`src/rtl/demux_pkg.sv`:
```
// Shared definitions for the demux sequencer.
//   NCH     : number of downstream demux channels (bits per byte)
//   SEL_W   : width of the channel select
//   state_e : sequencer states
//   reorder : maps a byte to channel order so that channel k reads bit k
package demux_pkg;

   localparam int NCH   = 8;
   localparam int SEL_W = 3;

   typedef enum logic [1:0] {
      IDLE  = 2'd0,
      SHIFT = 2'd1,
      GAP   = 2'd2
   } state_e;

   // With msb_first set, channel k must carry data[7-k]; storing the byte
   // already reversed lets the shift stage always index by sel.
   function automatic logic [NCH-1:0] reorder(input logic [NCH-1:0] d,
                                              input logic           msb_first);
      logic [NCH-1:0] r;
      for (int k = 0; k < NCH; k++) begin
         r[k] = msb_first ? d[NCH-1-k] : d[k];
      end
      return r;
   endfunction

endpackage

```
`src/rtl/demux_sequencer.sv`:
```
// Serialises one byte per frame onto a 1-to-8 demux: 8 consecutive slots,
// sel counting 0..7, followed by IDLE_GAP idle cycles.
// Ports:
//   clk        rising-edge clock
//   rst        synchronous active-high reset
//   data[7:0]  byte to distribute
//   valid      data/msb_first qualifier
//   msb_first  channel k gets data[7-k] when 1, data[k] when 0
//   ready      byte can be accepted this cycle
//   in         serial bit for the demux data input (registered)
//   sel[2:0]   demux channel select (registered)
//   active     in/sel carry a valid slot (registered)
//   last       pulse on the sel=7 slot (registered)
module demux_sequencer
   import demux_pkg::*;
#(
   parameter int IDLE_GAP = 0
) (
   input  logic             clk,
   input  logic             rst,
   input  logic [NCH-1:0]   data,
   input  logic             valid,
   input  logic             msb_first,
   output logic             ready,
   output logic             in,
   output logic [SEL_W-1:0] sel,
   output logic             active,
   output logic             last
);

   localparam logic [SEL_W-1:0] SEL_LAST = SEL_W'(NCH - 1);
   localparam logic [SEL_W-1:0] SEL_PRE  = SEL_W'(NCH - 2);
   // Loaded on entry to GAP; GAP exits when the counter reads zero.
   localparam logic [3:0]       GAP_LOAD = 4'(IDLE_GAP - 1);

   state_e           state_q,  state_d;
   logic [SEL_W-1:0] sel_q,    sel_d;
   logic [NCH-1:0]   cap_q,    cap_d;
   logic [3:0]       gap_q,    gap_d;
   logic             in_q,     in_d;
   logic             active_q, active_d;
   logic             last_q,   last_d;

   logic             accept;
   logic [NCH-1:0]   new_cap;

   // Back-to-back acceptance at sel=7 only exists without an idle gap.
   assign ready   = (state_q == IDLE) ||
                    ((state_q == SHIFT) && (sel_q == SEL_LAST) && (IDLE_GAP == 0));
   assign accept  = valid && ready;
   assign new_cap = reorder(data, msb_first);

   always_comb begin
      state_d  = state_q;
      sel_d    = '0;
      cap_d    = cap_q;
      gap_d    = gap_q;
      in_d     = 1'b0;
      active_d = 1'b0;
      last_d   = 1'b0;

      case (state_q)
         IDLE: begin
            if (accept) begin
               state_d  = SHIFT;
               cap_d    = new_cap;
               in_d     = new_cap[0];
               active_d = 1'b1;
            end
         end

         SHIFT: begin
            if (sel_q != SEL_LAST) begin
               // Outputs are registered, so precompute the next slot's bit.
               sel_d    = sel_q + 1'b1;
               in_d     = cap_q[sel_q + 1'b1];
               active_d = 1'b1;
               last_d   = (sel_q == SEL_PRE);
            end else if (accept) begin
               cap_d    = new_cap;
               in_d     = new_cap[0];
               active_d = 1'b1;
            end else if (IDLE_GAP == 0) begin
               state_d = IDLE;
            end else begin
               state_d = GAP;
               gap_d   = GAP_LOAD;
            end
         end

         GAP: begin
            if (gap_q == 4'd0) begin
               state_d = IDLE;
            end else begin
               gap_d = gap_q - 4'd1;
            end
         end

         default: begin
            state_d = IDLE;
         end
      endcase
   end

   always_ff @(posedge clk) begin
      if (rst) begin
         state_q  <= IDLE;
         sel_q    <= '0;
         cap_q    <= '0;
         gap_q    <= '0;
         in_q     <= 1'b0;
         active_q <= 1'b0;
         last_q   <= 1'b0;
      end else begin
         state_q  <= state_d;
         sel_q    <= sel_d;
         cap_q    <= cap_d;
         gap_q    <= gap_d;
         in_q     <= in_d;
         active_q <= active_d;
         last_q   <= last_d;
      end
   end

   assign in     = in_q;
   assign sel    = sel_q;
   assign active = active_q;
   assign last   = last_q;

endmodule

```
`config.mk`:
```
export PLATFORM = sky130hd
export DESIGN_NAME = demux_sequencer
export DESIGN_NICKNAME = d
export VERILOG_FILES = /design/src/rtl/demux_pkg.sv /design/src/rtl/demux_sequencer.sv
export SDC_FILE = /design/constraint.sdc
export NUM_CORES = 1
export LEC_CHECK = 0
export BUFFER_PORTS_ARGS = -buffer_cell sky130_fd_sc_hd__buf_2
export CAP_MARGIN = 15
export CORE_MARGIN = 4
export CORE_UTILIZATION = 40
export CTS_CLUSTER_DIAMETER = 50
export DETAILED_ROUTE_END_ITERATION = 10
export PLACE_DENSITY_LB_ADDON = 0.08
export SLEW_MARGIN = 10
export SYNTH_ARGS = -nofsm -noshare
export SYNTH_HDL_FRONTEND = slang
export SYNTH_SLANG_ARGS = --single-unit
```
`constraint.sdc`:
```
create_clock -name clk -period 1.55 [get_ports clk]
set_input_delay 0.155 -clock clk [delete_from_list [all_inputs] [get_ports clk]]
set_output_delay 0.155 -clock clk [all_outputs]
set_load 0.02 [all_outputs]
```
# Word level (Yosys, flattened, before mapping)
# Index checks and enable logic that the tools add are counted.
# word_totals
register_bits	20
elab_cells	56
# classes
add_sub_neg	2
order_cmp	1
n_eq_ne	9
n_mux	24
bitwise_logic	3
n_reduce_logical	10
# ops
cell	count
$mux W8	2
$pmux W8 S2	1
$mux W1	13
$mux W2	4
$ne A2 B2 Y1 const B	4
$eq A3 B3 Y1 const B	2
$pmux W2 S3	1
$logic_not A4 Y1	1
$lt A3 B4 Y1 const B	1
$pmux W1 S2	2
$reduce_and A2 Y1	2
$reduce_and A4 Y1	1
$sub A4 B1 Y4 const B	1
$add A3 B1 Y3 const B	1
$bmux W1 S3	1
$ne A3 B3 Y1 const B	1
$not A1 Y1	3
$reduce_or A3 Y1	1
$eq A2 B1 Y1 const B	1
$eq A2 B2 Y1 const B	1
$logic_and A1 B1 Y1	2
$logic_not A2 Y1	1
$reduce_bool A2 Y1	1
$logic_or A1 B1 Y1	1

# Depth between registers and ports, before layout
# depth
ltp_word	7
depth_mapped	6
mapped_depth_nobuf	5

# Least setup slack after synthesis
# OpenSTA, ideal clock, no wires.
# synth_timing
kind	flip-flop to flip-flop
start	register sel_q[0] (netlist: sel[0])
end	register in_q (netlist: in)
arrival_time_ps	1645
required_ps	1425
setup_slack_ps	-220
path_stages_with_launch	6
synth_period_minus_slack_ps	1770
path_cell_list	dfxtp_1 > inv_1 > ha_1 > mux4_1 > mux2i_1 > o32ai_1
# synth_between
elab_chain_len	7
elab_cells_between_ends	11
classes_between	add/sub: 1; eq/ne: 2; mux: 5; reduce/logical: 3
# synth_rtl
element	line	text
start: declaration	demux_sequencer.sv:37	logic [SEL_W-1:0] sel_q, sel_d;
start signal: assignment	demux_sequencer.sv:116	sel_q <= sel_d;
branches (longest 6 deep; another with $add A3 B1 Y3)	-	
$pmux W1 S2 (*)	demux_sequencer.sv:62	case (state_q)
end signal: assignment	demux_sequencer.sv:119	in_q <= in_d;
end: declaration	demux_sequencer.sv:40	logic in_q, in_d;
# Mark *: on every way between the ends. The select of a mux whose other input is x is not followed.
# A chain may end at the register's enable or synchronous reset.

# Worst setup path in the final report
# Ends and elaborated chain as after synthesis.

==> impl.org <==
** Clock network
- TritonCTS built the clock tree.
- Largest buffer count on any clock path :: 2
- Number of sinks handled by clock tree synthesis :: 15
- After clock tree synthesis, the clock-pin slew on the worst setup and hold paths is 0.09 ns.
- The tree is rooted in a sky130_fd_sc_hd__clkbuf_4.
- Hold repair after CTS inserted 0 buffers.
- In this run the number of H-tree levels came out at 1.
- Clock latency of the later-clocked register in the worst-skew pair :: 0.27 ns
- TritonCTS created 3 clock buffers.

** Setup path
- Critical setup path kind :: register to register
- Critical path depth :: 5
- Worst-case reg-to-reg path depth :: 5
- Kind of end point of the critical path :: register
- CP Cell Sequence :: inv_4, ha_4, mux4_2, mux2i_1, o32ai_1
- Gate family responsible for the most delay along the worst path :: multiplexers
- Data arrives at the worst endpoint at 1.65 ns.
- Maximum net fanout on the critical path :: 4
- For this run, the slowest stage of the critical path takes 0.48 ns.
- At the worst endpoint, the required time is 1.71 ns.
- Bufs and invs on worst path :: 1
- The slowest stage of the critical path is the sky130_fd_sc_hd__mux4_2 cell.
- Startpoint class of the critical path :: register

** Place
- Before CTS, the worst setup slack after placement is 0.0454 ns.
- Port buffering added 18 buffers.
- Global placer's final weighted congestion :: 0.684

** Drt
- The first TritonRoute pass finished after 4 iterations.
- Overall routed net length :: 1.31 mm
- Vias per inst :: 5.29
- The detailed router finished its first iteration with 3 violations.
- Via count :: 550
- Dividing the detail-routed wire length by the instance count gives 12.6 um.
- Final antenna-violating net count :: 0
- In the routed design, unresolved DRC markers number 0.

** STA
- In this run the tightest slew margin relative to its limit is 0.829.
- The number of endpoints with negative hold slack in the final report is 0.
- At the pin with the least slew margin, the transition time is 0.249 ns.
- Part of the cycle the worst path needs :: 0.962
- Derived from the worst setup path, the maximum achievable clock frequency is 0.671 GHz.
- Final setup slack of the worst path :: 0.0592 ns
- Final number of max-transition violations :: 0
- The clock arrives with 0.00188 ns of skew.
- Post-route minimum period :: 1.49 ns
- Setup violations remaining at the end of the flow were counted as 0.

** Synth
- After synthesis the netlist holds a flip-flop and latch count of 15.
- Mapped Nets :: 80
- Each instance of the synthesized netlist takes up on average 10.4 um2.
- Seq/Total Area, Yosys :: 0.446
- After technology mapping, the gate count stands at 65.
- Summing every instance area after synthesis gives 673 um2.
- Distinct cell type count after synthesis :: 15
- Yosys printed 0 warnings.

** Finish
- End-of-flow core utilization :: 0.564
- 0 antenna diodes ended up in the layout.
- # fillers :: 142
- Relative to the synthesized area, the layout overhead comes to 29.2%.
- Of the cells placed in the final design, the portion with a size suffix greater than 1 is 0.420.
- NumNets Final :: 104

** Hold path
- The path class of the tightest hold or removal check is input pin to register.
- The worst hold path passes through 2 cells.

** Status
- The flow ran to the end, and the final reports show no timing, DRC or antenna violations.

** Global route
- For this run the aggregate overflow at the end of global routing stands at 0.
- Largest net degree at the start of global routing :: 13
- In the global route stage, overall resource usage came out at 0.111.
- Number of global-route vias before repair :: 498
- The first global-routing pass estimated 2.17 mm of wire.
- The initial antenna violation count is 0.

** Floorplan
- Row count :: 14
- The initial utilization of the core area, before any placement, comes to 0.437.
- The floorplan step defined a die boundary enclosing 2400 um2.
- Placeable core region :: 1540 um2
- Die height :: 49.0 um
- Die width :: 49.0 um
- Number of top-level pins :: 19

** Power
- Power density cells :: 902 nW/um2
- In this run the static leakage power is 0.394 nW.
- Largest voltage drop on the vdd net :: 0.000391 V

** Job
- Max-cap check violation count :: 0
[path summary, 6_finish.rpt]
| path | slack (ns) | start | end |
|---|---|---|---|
| max | 0.06 | sel[0] | in |
| min | 0.20 | rst | cap_q[0] |
| max reg2reg | 0.06 | sel[0] | in |
| min reg2reg | 0.46 | sel[2] | last |
[power by group]
group / switching (mW) / total (mW) / leakage [nW] / internal, mW
clock network: 0.120 / 0.220 / 0.0150 / 0.0997
logic: 0.0699 / 0.143 / 0.254 / 0.0726
registers: 0.0132 / 0.422 / 0.125 / 0.409
total: 0.203 / 0.785 / 0.394 / 0.581
[state kept, by name, summed over array words and instances (netlist names)]
name / cells
active: 1
in: 1
sel: 3
last: 1
cap_q: 8
state_q: 1
[worst reg2reg max path, stage by stage, from the launching register on]
cell	delay (ns)
sky130_fd_sc_hd__dfxtp_4	0.38
sky130_fd_sc_hd__inv_4	0.04
sky130_fd_sc_hd__ha_4	0.26
sky130_fd_sc_hd__mux4_2	0.48
sky130_fd_sc_hd__mux2i_1	0.14
sky130_fd_sc_hd__o32ai_1	0.08
[metal layers]
layer  wire [um]  vias to the layer above  global-route usage
li1            -                      282                   -
met1         577                      257               0.123
met2         656                       11               0.200
met3          79                        0              0.0306
met4           0                        0              0.0404
met5           0                        -                   0
[logic make-up (layout without fill, tap and decap cells)]
logic type	count (synthesis)	in the layout	synth area share
simple gates	9	9	0.0614
flops	15	15	0.446
buf+inv	8	31	0.0483
compound gates	19	19	0.177
fa+ha+maj	3	3	0.0558
mux	11	11	0.212
[cells in the mapped netlist]
| library cell | instances | area share |
|---|---|---|
| sky130_fd_sc_hd__dfxtp_1 | 15 | 0.45 |
| sky130_fd_sc_hd__nand2b_1 | 1 | 0.0093 |
| sky130_fd_sc_hd__o32ai_1 | 1 | 0.013 |
| sky130_fd_sc_hd__mux2i_1 | 9 | 0.13 |
| sky130_fd_sc_hd__nand2_1 | 2 | 0.011 |
| sky130_fd_sc_hd__a211oi_1 | 8 | 0.089 |
| sky130_fd_sc_hd__buf_2 | 2 | 0.015 |
| sky130_fd_sc_hd__and2_1 | 1 | 0.0093 |
| sky130_fd_sc_hd__clkbuf_1 | 3 | 0.017 |
| sky130_fd_sc_hd__inv_1 | 3 | 0.017 |
| sky130_fd_sc_hd__or2_2 | 1 | 0.0093 |
| sky130_fd_sc_hd__nor2_1 | 4 | 0.022 |
| sky130_fd_sc_hd__ha_1 | 3 | 0.056 |
| sky130_fd_sc_hd__mux4_1 | 2 | 0.078 |
| sky130_fd_sc_hd__a21oi_1 | 10 | 0.074 |
[cell usage in the layout (no fill, tap or decap), drive strengths merged]
master / instances
nand2: 2
dfxtp: 15
inv: 3
ha: 3
o32ai: 1
buf: 24
mux2i: 9
a21oi: 10
a211oi: 8
clkbuf: 4
and2: 1
nor2: 4
or2: 1
mux4: 2
nand2b: 1
[stage by stage]
| step | hold WS (ns) | std cells | instance area (um2) | total power, mW | TNS [ns] |
|---|---|---|---|---|---|
| 2_1_floorplan | 0.276 | 65 | 686 | 0.517 | 0 |
| 3_3_place_gp | 0.453 | 97 | 797 | 0.558 | 0 |
| 3_5_place_dp | 0.466 | 97 | 797 | 0.561 | 0 |
| 4_1_cts | 0.205 | 100 | 828 | 0.776 | 0 |
| 5_1_grt | 0.225 | 104 | 870 | 0.819 | -0.00415 |
| 6_report | 0.200 | 104 | 870 | 0.785 | 0 |
[final cells by class]
class	instances	area [um2]	share of cell area
multi-input cells	42	367	0.422
clock buffers	4	26.3	0.0302
flip-flops and latches	15	305	0.351
well taps	16	20.0	0.0230
inverters	3	13.8	0.0158
repair buffers	24	138	0.158
[repair_timing]
item	4_1_cts	5_1_grt
setup buffers	0	4
setup endpoints to repair	1	9
gates resized for setup	3	5
cloned	0	0
pin swaps	0	1
Note: power is estimated with default switching activity, not from simulation.
